[src/rtl/serial_subtractor_16bit_pkg.sv]
// Shared constants and FSM encoding for the bit-serial subtractor.
package serial_subtractor_16bit_pkg;

  localparam int unsigned WIDTH_DEF = 16;

  typedef enum logic [1:0] {
    IDLE  = 2'd0,
    SHIFT = 2'd1,
    DONE  = 2'd2
  } state_t;

endpackage

[src/rtl/full_subtractor.sv]
// Gate-level one-bit full subtractor: d = a - b - bin, bout = borrow out.
module full_subtractor (
  output logic d,
  output logic bout,
  input  logic a,
  input  logic b,
  input  logic bin
);

  logic axb;
  logic na;
  logic naxb;
  logic na_b;
  logic naxb_bin;

  xor g_x0 (axb, a, b);
  xor g_x1 (d, axb, bin);
  not g_n0 (na, a);
  not g_n1 (naxb, axb);
  and g_a0 (na_b, na, b);
  and g_a1 (naxb_bin, naxb, bin);
  or  g_o0 (bout, na_b, naxb_bin);

endmodule

[src/rtl/serial_subtractor_16bit.sv]
// Bit-serial WIDTH-bit subtractor: one full-subtractor cell, LSB first, one bit per clock.
module serial_subtractor_16bit
  import serial_subtractor_16bit_pkg::*;
#(
  parameter int unsigned WIDTH = WIDTH_DEF
) (
  input  logic             clk,
  input  logic             rst_n,
  input  logic             start,
  input  logic [WIDTH-1:0] a,
  input  logic [WIDTH-1:0] b,
  input  logic             bin,
  output logic             busy,
  output logic             done,
  output logic [WIDTH-1:0] diff,
  output logic             bout,
  output logic             ovf
);

  localparam int unsigned CNT_W = $clog2(WIDTH);

  state_t           state;
  state_t           state_next;
  logic [WIDTH-1:0] a_sr;
  logic [WIDTH-1:0] b_sr;
  logic             br;
  logic [CNT_W-1:0] cnt;
  logic             a_msb;
  logic             b_msb;

  logic             load;
  logic             step;
  logic             last;
  logic             d_bit;
  logic             br_next;

  full_subtractor u_fs (
    .d    (d_bit),
    .bout (br_next),
    .a    (a_sr[0]),
    .b    (b_sr[0]),
    .bin  (br)
  );

  // State register
  always_ff @(posedge clk or negedge rst_n) begin
    if (!rst_n) begin
      state <= IDLE;
    end else begin
      state <= state_next;
    end
  end

  // Next-state and datapath control
  always_comb begin
    state_next = state;
    load       = 1'b0;
    step       = 1'b0;
    last       = 1'b0;
    case (state)
      IDLE: begin
        if (start) begin
          load       = 1'b1;
          state_next = SHIFT;
        end
      end
      SHIFT: begin
        step = 1'b1;
        if (cnt == CNT_W'(WIDTH - 1)) begin
          last       = 1'b1;
          state_next = DONE;
        end
      end
      DONE: begin
        state_next = IDLE;
      end
      default: begin
        state_next = IDLE;
      end
    endcase
  end

  // Registered status flags track the state being entered
  always_ff @(posedge clk or negedge rst_n) begin
    if (!rst_n) begin
      busy <= 1'b0;
      done <= 1'b0;
    end else begin
      busy <= (state_next == SHIFT);
      done <= (state_next == DONE);
    end
  end

  // Operand shifters, borrow chain, counter and result registers
  always_ff @(posedge clk or negedge rst_n) begin
    if (!rst_n) begin
      a_sr  <= '0;
      b_sr  <= '0;
      br    <= 1'b0;
      cnt   <= '0;
      a_msb <= 1'b0;
      b_msb <= 1'b0;
      diff  <= '0;
      bout  <= 1'b0;
      ovf   <= 1'b0;
    end else if (load) begin
      a_sr  <= a;
      b_sr  <= b;
      br    <= bin;
      cnt   <= '0;
      a_msb <= a[WIDTH-1];
      b_msb <= b[WIDTH-1];
    end else if (step) begin
      a_sr <= {1'b0, a_sr[WIDTH-1:1]};
      b_sr <= {1'b0, b_sr[WIDTH-1:1]};
      br   <= br_next;
      cnt  <= cnt + CNT_W'(1);
      diff <= {d_bit, diff[WIDTH-1:1]};
      // The final bit shifted in becomes the result MSB
      if (last) begin
        bout <= br_next;
        ovf  <= (a_msb ^ b_msb) & (d_bit ^ a_msb);
      end
    end
  end

endmodule
[config.mk]
export PLATFORM = sky130hd
export DESIGN_NAME = serial_subtractor_16bit
export DESIGN_NICKNAME = d
export VERILOG_FILES = /design/src/rtl/serial_subtractor_16bit_pkg.sv /design/src/rtl/full_subtractor.sv /design/src/rtl/serial_subtractor_16bit.sv
export SDC_FILE = /design/constraint.sdc
export NUM_CORES = 1
export LEC_CHECK = 0
export ABC_CLOCK_PERIOD_IN_PS = 2750
export BUFFER_PORTS_ARGS = -buffer_cell sky130_fd_sc_hd__buf_2
export CAP_MARGIN = 10
export CORE_UTILIZATION = 60
export CTS_BUF_LIST = sky130_fd_sc_hd__clkbuf_2
export CTS_CLUSTER_SIZE = 30
export DETAILED_ROUTE_END_ITERATION = 10
export GPL_TIMING_DRIVEN = 0
export PLACE_DENSITY = 0.87
export SYNTH_ARGS = -nofsm -noshare
export SYNTH_HDL_FRONTEND = slang
export SYNTH_SLANG_ARGS = --single-unit
export TNS_END_PERCENT = 5
[constraint.sdc]
create_clock -name clk -period 2.75 [get_ports clk]
set_input_delay 0.1375 -clock clk [delete_from_list [all_inputs] [get_ports clk]]
set_output_delay 0.1375 -clock clk [all_outputs]
set_load 0.02 [all_outputs]
==> results.cfg, run 1 <==
[outcome]
status = finished, final reports clean

[flow_run]
max-cap-violations = 0

[critical_path]
arrival_ns = 1.94
worstSetupPathType = reg2reg
r2r_setup_slack_ns = 1.17
critPathMaxFanout = 3
cp-startpoint = br
startpoint_type = flop
crit_path_end_kind = flop
required_ns = 3.11
r2r_end = ovf
r2r-start = br
reg2regPathDepth = 5

[grt]
grt_busiest_layer = met2
grt_usage_pct = 29.8
met2_usage_pct = 48.5
grt_max_degree = 35
grt_pass1_vias = 2046
grt_pass1_wl_mm = 9.37
antenna_found_initial = 0
overflow = 0
grt_util_met1_pct = 37.9
met3_usage_pct = 4.97

[logic_synthesis]
synth-edff-count = 0
synth_nets = 289
netlist_area_um2 = 2520
synth_area_leader_cell = dfrtp_1
syn_inst = 251
yosysMostFrequentCell = nand2_1
syn_area_per_cell_um2 = 10.0
postSynth.asyncResetShare_pct = 100
ys_top_cells_by_count = 112 x nand2_1, 61 x dfrtp_1, 30 x a22oi_1, 10 x buf_2, 5 x buf_4
synth_seq_cells = 61
synth_top_area_share_pct = 60.7
ys_top_cells_by_area = dfrtp_1 61%, nand2_1 17%, a22oi_1 9.0%
yosysSeqAreaShare_pct = 60.7
synthDistinctLibCells = 27
ys_warn_count = 0
ys.flop_type = dfrtp_1

[detailed_routing]
wl_mm = 5.92
avgRoutedWirePerCell_um = 14.7
drtAntennaViolNets = 0
drc = 0
vias = 2185
via_per_inst = 5.44
drt_iter0_markers = 201
dr.pass1.iters = 4

[placed_design]
numPortBuffers = 55
hpwl_mm = 3.47
gp_routability_congestion = 0.725
place_area_um2 = 2870

[finish]
finalNetCount = 390
n_antenna_cell = 0
fill_cells = 252
fin_area_um2 = 3270
drive_gt1_share_pct = 23.9
areaGrowthSynthToFinish_pct = 29.9

[clocking]
clock-sinks = 61
cts_tree = built
holdBufCountCts = 34
cts_buffer_depth = 2
postCtsSetupRepairBufs = 0
cts_resized = 0
cts_buffers = 9
path_clk_slew_ns = 0.14
root_buffer = clkbuf_2
insertion_delay_ns = 0.48
htreeDepth = 3

[timing]
setup_viol = 0
setup_tns_ns = 0
final_max_slew_viol_count = 0
hold_viol = 0
worst_clock_skew_ns = 0.0246
period_share_pct = 57.5
rsz0062_at_grt = false
timing.final.crit_period_ns = 1.58
relSlewSlack_pct = 56.0
max_freq_mhz = 633
worstMarginPinSlew_ns = 0.660

[die]
fp.coreArea_um2 = 4000
dieWidth_um = 66.8
rows = 23
ioPinCount = 56
fp.dieArea_um2 = 4460
start_util_pct = 62.9
dieHeight_um = 66.8

[power_and_ir_drop]
p_leak_nw = 1.76
power_density_nw_per_um2 = 933
vdd_ir_drop_max_uv = 530

[min_path]
min_to = cnt[0]
holdCritStartpoint = start
worstHoldPathCells = 4
hold_class = in2reg
-- registers in the layout (all words and copies together) (netlist names) --
register,flops
a_sr,16
state,2
b_sr,16
br,1
diff,16
a_msb,1
cnt,4
bout,1
ovf,1
done,1
b_msb,1
busy,1
-- cell families after synthesis --
group	share of synthesized area, %
simple gates	19.5
xor+xnor	0.348
mux	1.34
fa+ha+maj	1.29
flops	60.7
compound gates	13.0
buf+inv	3.78
-- critical path, stage by stage, from the launching register on --
cell and delay (ns):
dfrtp_1 0.37, inv_1 0.06, fa_1 0.57, nand2b_1 0.12
o21ai_0 0.07, mux2_1 0.29
-- power breakdown --
group,internal [mW],switching [mW]
registers,1.24,0.229
logic,0.492,0.705
clock network,0.0963,0.283
-- per-stage QoR --
stage / util [%] / power (mW) / hold slack (ns) / cells / worst slack [ns]
3_3_place_gp: 71.3 / 2.55 / 0.352 / 356 / 1.23
4_1_cts: 81.7 / 3.02 / 0.0788 / 402 / 1.19
5_1_grt: 81.7 / 3.27 / 0.130 / 402 / 1.10
6_report: 81.7 / 3.05 / 0.0964 / 402 / 1.17
3_5_place_dp: 71.8 / 2.62 / 0.195 / 357 / 1.20
2_1_floorplan: - / 2.26 / -0.158 / 251 / 1.27
-- metal layers --
layer,share of wire [%],wire [um],vias up
met5,0,0,-
met4,2.8,167,0
met3,4.6,271,13
met2,50,2980,82
met1,42,2500,1048
li1,-,-,1042
-- how the worst max path moves through the flow --
stage | end | slack (ns) | cells after the start
floorplan | ovf | 1.27 | 5
global placement | ovf | 1.23 | 5
detailed placement | ovf | 1.20 | 5
CTS | ovf | 1.19 | 5
global route | ovf | 1.10 | 5
finish | ovf | 1.17 | 5
-- placed cells by master (no fill, tap or decap), types with 2 or more instances in the layout --
cell type	n
inv_1	2
dfrtp_1	61
nor2_1	2
buf_2	65
a22o_1	2
buf_4	5
clkbuf_2	10
nand2_1	112
dlygate4sd3_1	34
nand3_1	2
a21o_1	3
mux2_1	3
nand2b_1	2
o21ai_0	3
a22oi_1	30
-- final cells by class --
class                      instances  area, um2  share of cell area, %
buffer                            15       87.6                   2.68
clock buffer                      10       50.0                   1.53
timing repair buffer              90        636                   19.4
multi-input combinational        173        895                   27.4
sequential                        61       1530                   46.7
clock inverter                     1       3.75                  0.115
inverter                           2       7.51                  0.230
tap                               50       62.6                   1.91
No activity file was read; power rests on OpenSTA's default activity.
==> run 2, diff against run 1 <==
--- a/config.mk
+++ b/config.mk
@@ -5,15 +5,15 @@
 export SDC_FILE = /design/constraint.sdc
 export NUM_CORES = 1
 export LEC_CHECK = 0
-export ABC_CLOCK_PERIOD_IN_PS = 2750
+export ABC_CLOCK_PERIOD_IN_PS = 1500
 export BUFFER_PORTS_ARGS = -buffer_cell sky130_fd_sc_hd__buf_2
 export CAP_MARGIN = 10
-export CORE_UTILIZATION = 60
+export CORE_UTILIZATION = 56
 export CTS_BUF_LIST = sky130_fd_sc_hd__clkbuf_2
 export CTS_CLUSTER_SIZE = 30
 export DETAILED_ROUTE_END_ITERATION = 10
 export GPL_TIMING_DRIVEN = 0
-export PLACE_DENSITY = 0.87
+export PLACE_DENSITY = 0.82
 export SYNTH_ARGS = -nofsm -noshare
 export SYNTH_HDL_FRONTEND = slang
 export SYNTH_SLANG_ARGS = --single-unit
==> constraint.sdc (replaced) <==
create_clock -name clk -period 1.5 [get_ports clk]
set_input_delay 0.075 -clock clk [delete_from_list [all_inputs] [get_ports clk]]
set_output_delay 0.075 -clock clk [all_outputs]
set_load 0.02 [all_outputs]
==> run 2 against run 1 <==
Against the previous run: sequential power is 85% higher; routed wire length is 3.9% lower; clock power is 98% higher; final area is 1.8% higher; clock skew is 0.0032 ns higher; via count is 1.8% lower; the flow now finishes with violations (setup timing); worst setup slack worse by 1.2 ns; register-to-register slack worse by 1.2 ns; die area is 6.9% higher; critical path type unchanged; non-clock buffer count is 3 higher; count of clock-buffer cells in the layout stayed put.
==> results.cfg, run 2 (synthesis results as in run 1) <==
[timing]
setup_tns_ns = -0.0534
rsz0062_at_grt = true
final_max_slew_viol_count = 0
hold_viol = 0
setup_viol = 1
relSlewSlack_pct = 56.9
timing.final.crit_period_ns = 1.55
period_share_pct = 104
layout_setup_ws_ns = -0.0534
worstMarginPinSlew_ns = 0.647
worst_clock_skew_ns = 0.0278
max_freq_mhz = 644

[finish]
finalNetCount = 393
areaGrowthSynthToFinish_pct = 32.2
n_antenna_cell = 0
final_cells = 410
fin_util_pct = 76.9
layout_commonest_cell = nand2_1
top_regs = a_sr (16), b_sr (16), diff (16)
layout_common_cells = 112 x nand2_1, 65 x buf_2, 61 x dfrtp_1
drive_gt1_share_pct = 26.5

[die]
ioPinCount = 56
start_util_pct = 58.2
dieHeight_um = 69.0
fp.dieArea_um2 = 4770
rows = 24
dieWidth_um = 69.0
fp.coreArea_um2 = 4320

[critical_path]
cp_slowest_cell = fa_1
arrival_ns = 1.94
cpPeakStageDelay_ns = 0.58
path_buf_inv = 1
required_ns = 1.89
r2r_end = ovf
r2r-start = br
cp_cell_sequence = inv_2 > fa_1 > nand2b_4 > o21ai_2 > mux2_4
reg2regPathDepth = 5
worstSetupPathType = reg2reg
r2r_setup_slack_ns = -0.05
critPathMaxFanout = 3
crit_path_end_kind = flop
cp_top_family = adder cells
startpoint_type = flop

[grt]
grt_max_degree = 35
grt_pass1_wl_mm = 9.49
grt_pass1_vias = 2147
grt_usage_pct = 25.7
antenna_found_initial = 0
overflow = 0

[power_and_ir_drop]
clockPowerShare_pct = 13.1
total_power_mw = 5.75
internal-power_mw = 3.47
seqPwrFrac_pct = 47.2
combPwrFrac_pct = 39.7
vdd_ir_drop_max_uv = 849
p_leak_nw = 1.79
netSwitchingFraction_pct = 39.6
power.switching_mw = 2.28
power_density_nw_per_um2 = 1730

[detailed_routing]
drtAntennaViolNets = 0
via_per_inst = 5.23
drc = 0
dr.pass1.iters = 6
vias = 2145
drt_iter0_markers = 143
wl_mm = 5.69
avgRoutedWirePerCell_um = 13.9

[clocking]
root_buffer = clkbuf_2
clock-sinks = 61
htreeDepth = 3
path_clk_slew_ns = 0.17
cts_buffer_depth = 2
cts_tree = built
insertion_delay_ns = 0.48
cts_buffers = 9

[min_path]
worstHoldPathCells = 4
min_to = cnt[0]
hold_class = in2reg
holdCritStartpoint = start

[placed_design]
gp_routability_congestion = 0.733
hpwl_mm = 3.37
numPortBuffers = 55
post-place-cells = 359

[flow_run]
max-cap-violations = 0

[outcome]
status = finished with violations
violations = setup timing
-- run 2: power by group through the flow --
| stage | Combinational [mW] | Clock [mW] | Sequential [mW] |
|---|---|---|---|
| floorplan | 1.26 | 0 | 2.88 |
| global placement | 1.99 | 0 | 2.69 |
| detailed placement | 2.06 | 0 | 2.72 |
| CTS | 2.24 | 0.755 | 2.70 |
| global route | 2.55 | 0.838 | 2.79 |
| finish | 2.28 | 0.752 | 2.72 |
-- run 2: timing repair --
item	in CTS	in global routing
hold endpoints to repair	62	0
setup endpoints to repair	1	1
hold buffers	34	0
pin swaps	1	1
gates resized for setup	5	2
buffers inserted	2	1
-- run 2: worst reg2reg max path, stage by stage, from the launching register on --
cell,delay [ns]
dfrtp_1,0.41
inv_2,0.05
fa_1,0.58
nand2b_4,0.14
o21ai_2,0.05
mux2_4,0.25
-- run 2: area by class of cell --
class                   instances  area [um2]
plain buffers                  15        87.6
well taps                      52        65.1
fillers                       317         997
clock inverters                 4        17.5
multi-input cells             173         915
clock buffers                  10        50.0
flip-flops and latches         61        1530
inverters                       2        7.51
repair buffers                 93         658
-- run 2: per-layer routing --
layer / track usage, % / vias up / wire, um
met5: 0 / - / 0
met4: 13.4 / 0 / 150
met3: 6.58 / 17 / 252
met2: 42.4 / 66 / 2830
met1: 31.2 / 1017 / 2450
li1: - / 1045 / -
-- run 2: per-stage QoR --
step           hold WS, ns  setup slack (ns)  cell area, um2
4_1_cts             0.0100           -0.0340            3310
3_5_place_dp         0.130           -0.0746            2880
6_report            0.0535           -0.0534            3330
5_1_grt             0.0487           -0.0964            3330
3_3_place_gp         0.290           -0.0173            2860
2_1_floorplan       -0.221            0.0189            2520
-- run 2: worst max-delay path by stage --
stage / from / endpoint / slack (ns) / cells past startpoint
floorplan: br / ovf / 0.02 / 5
global placement: br / ovf / -0.02 / 5
detailed placement: br / ovf / -0.07 / 5
CTS: b_sr[0] / ovf / -0.03 / 5
global route: br / ovf / -0.1 / 5
finish: br / ovf / -0.05 / 5
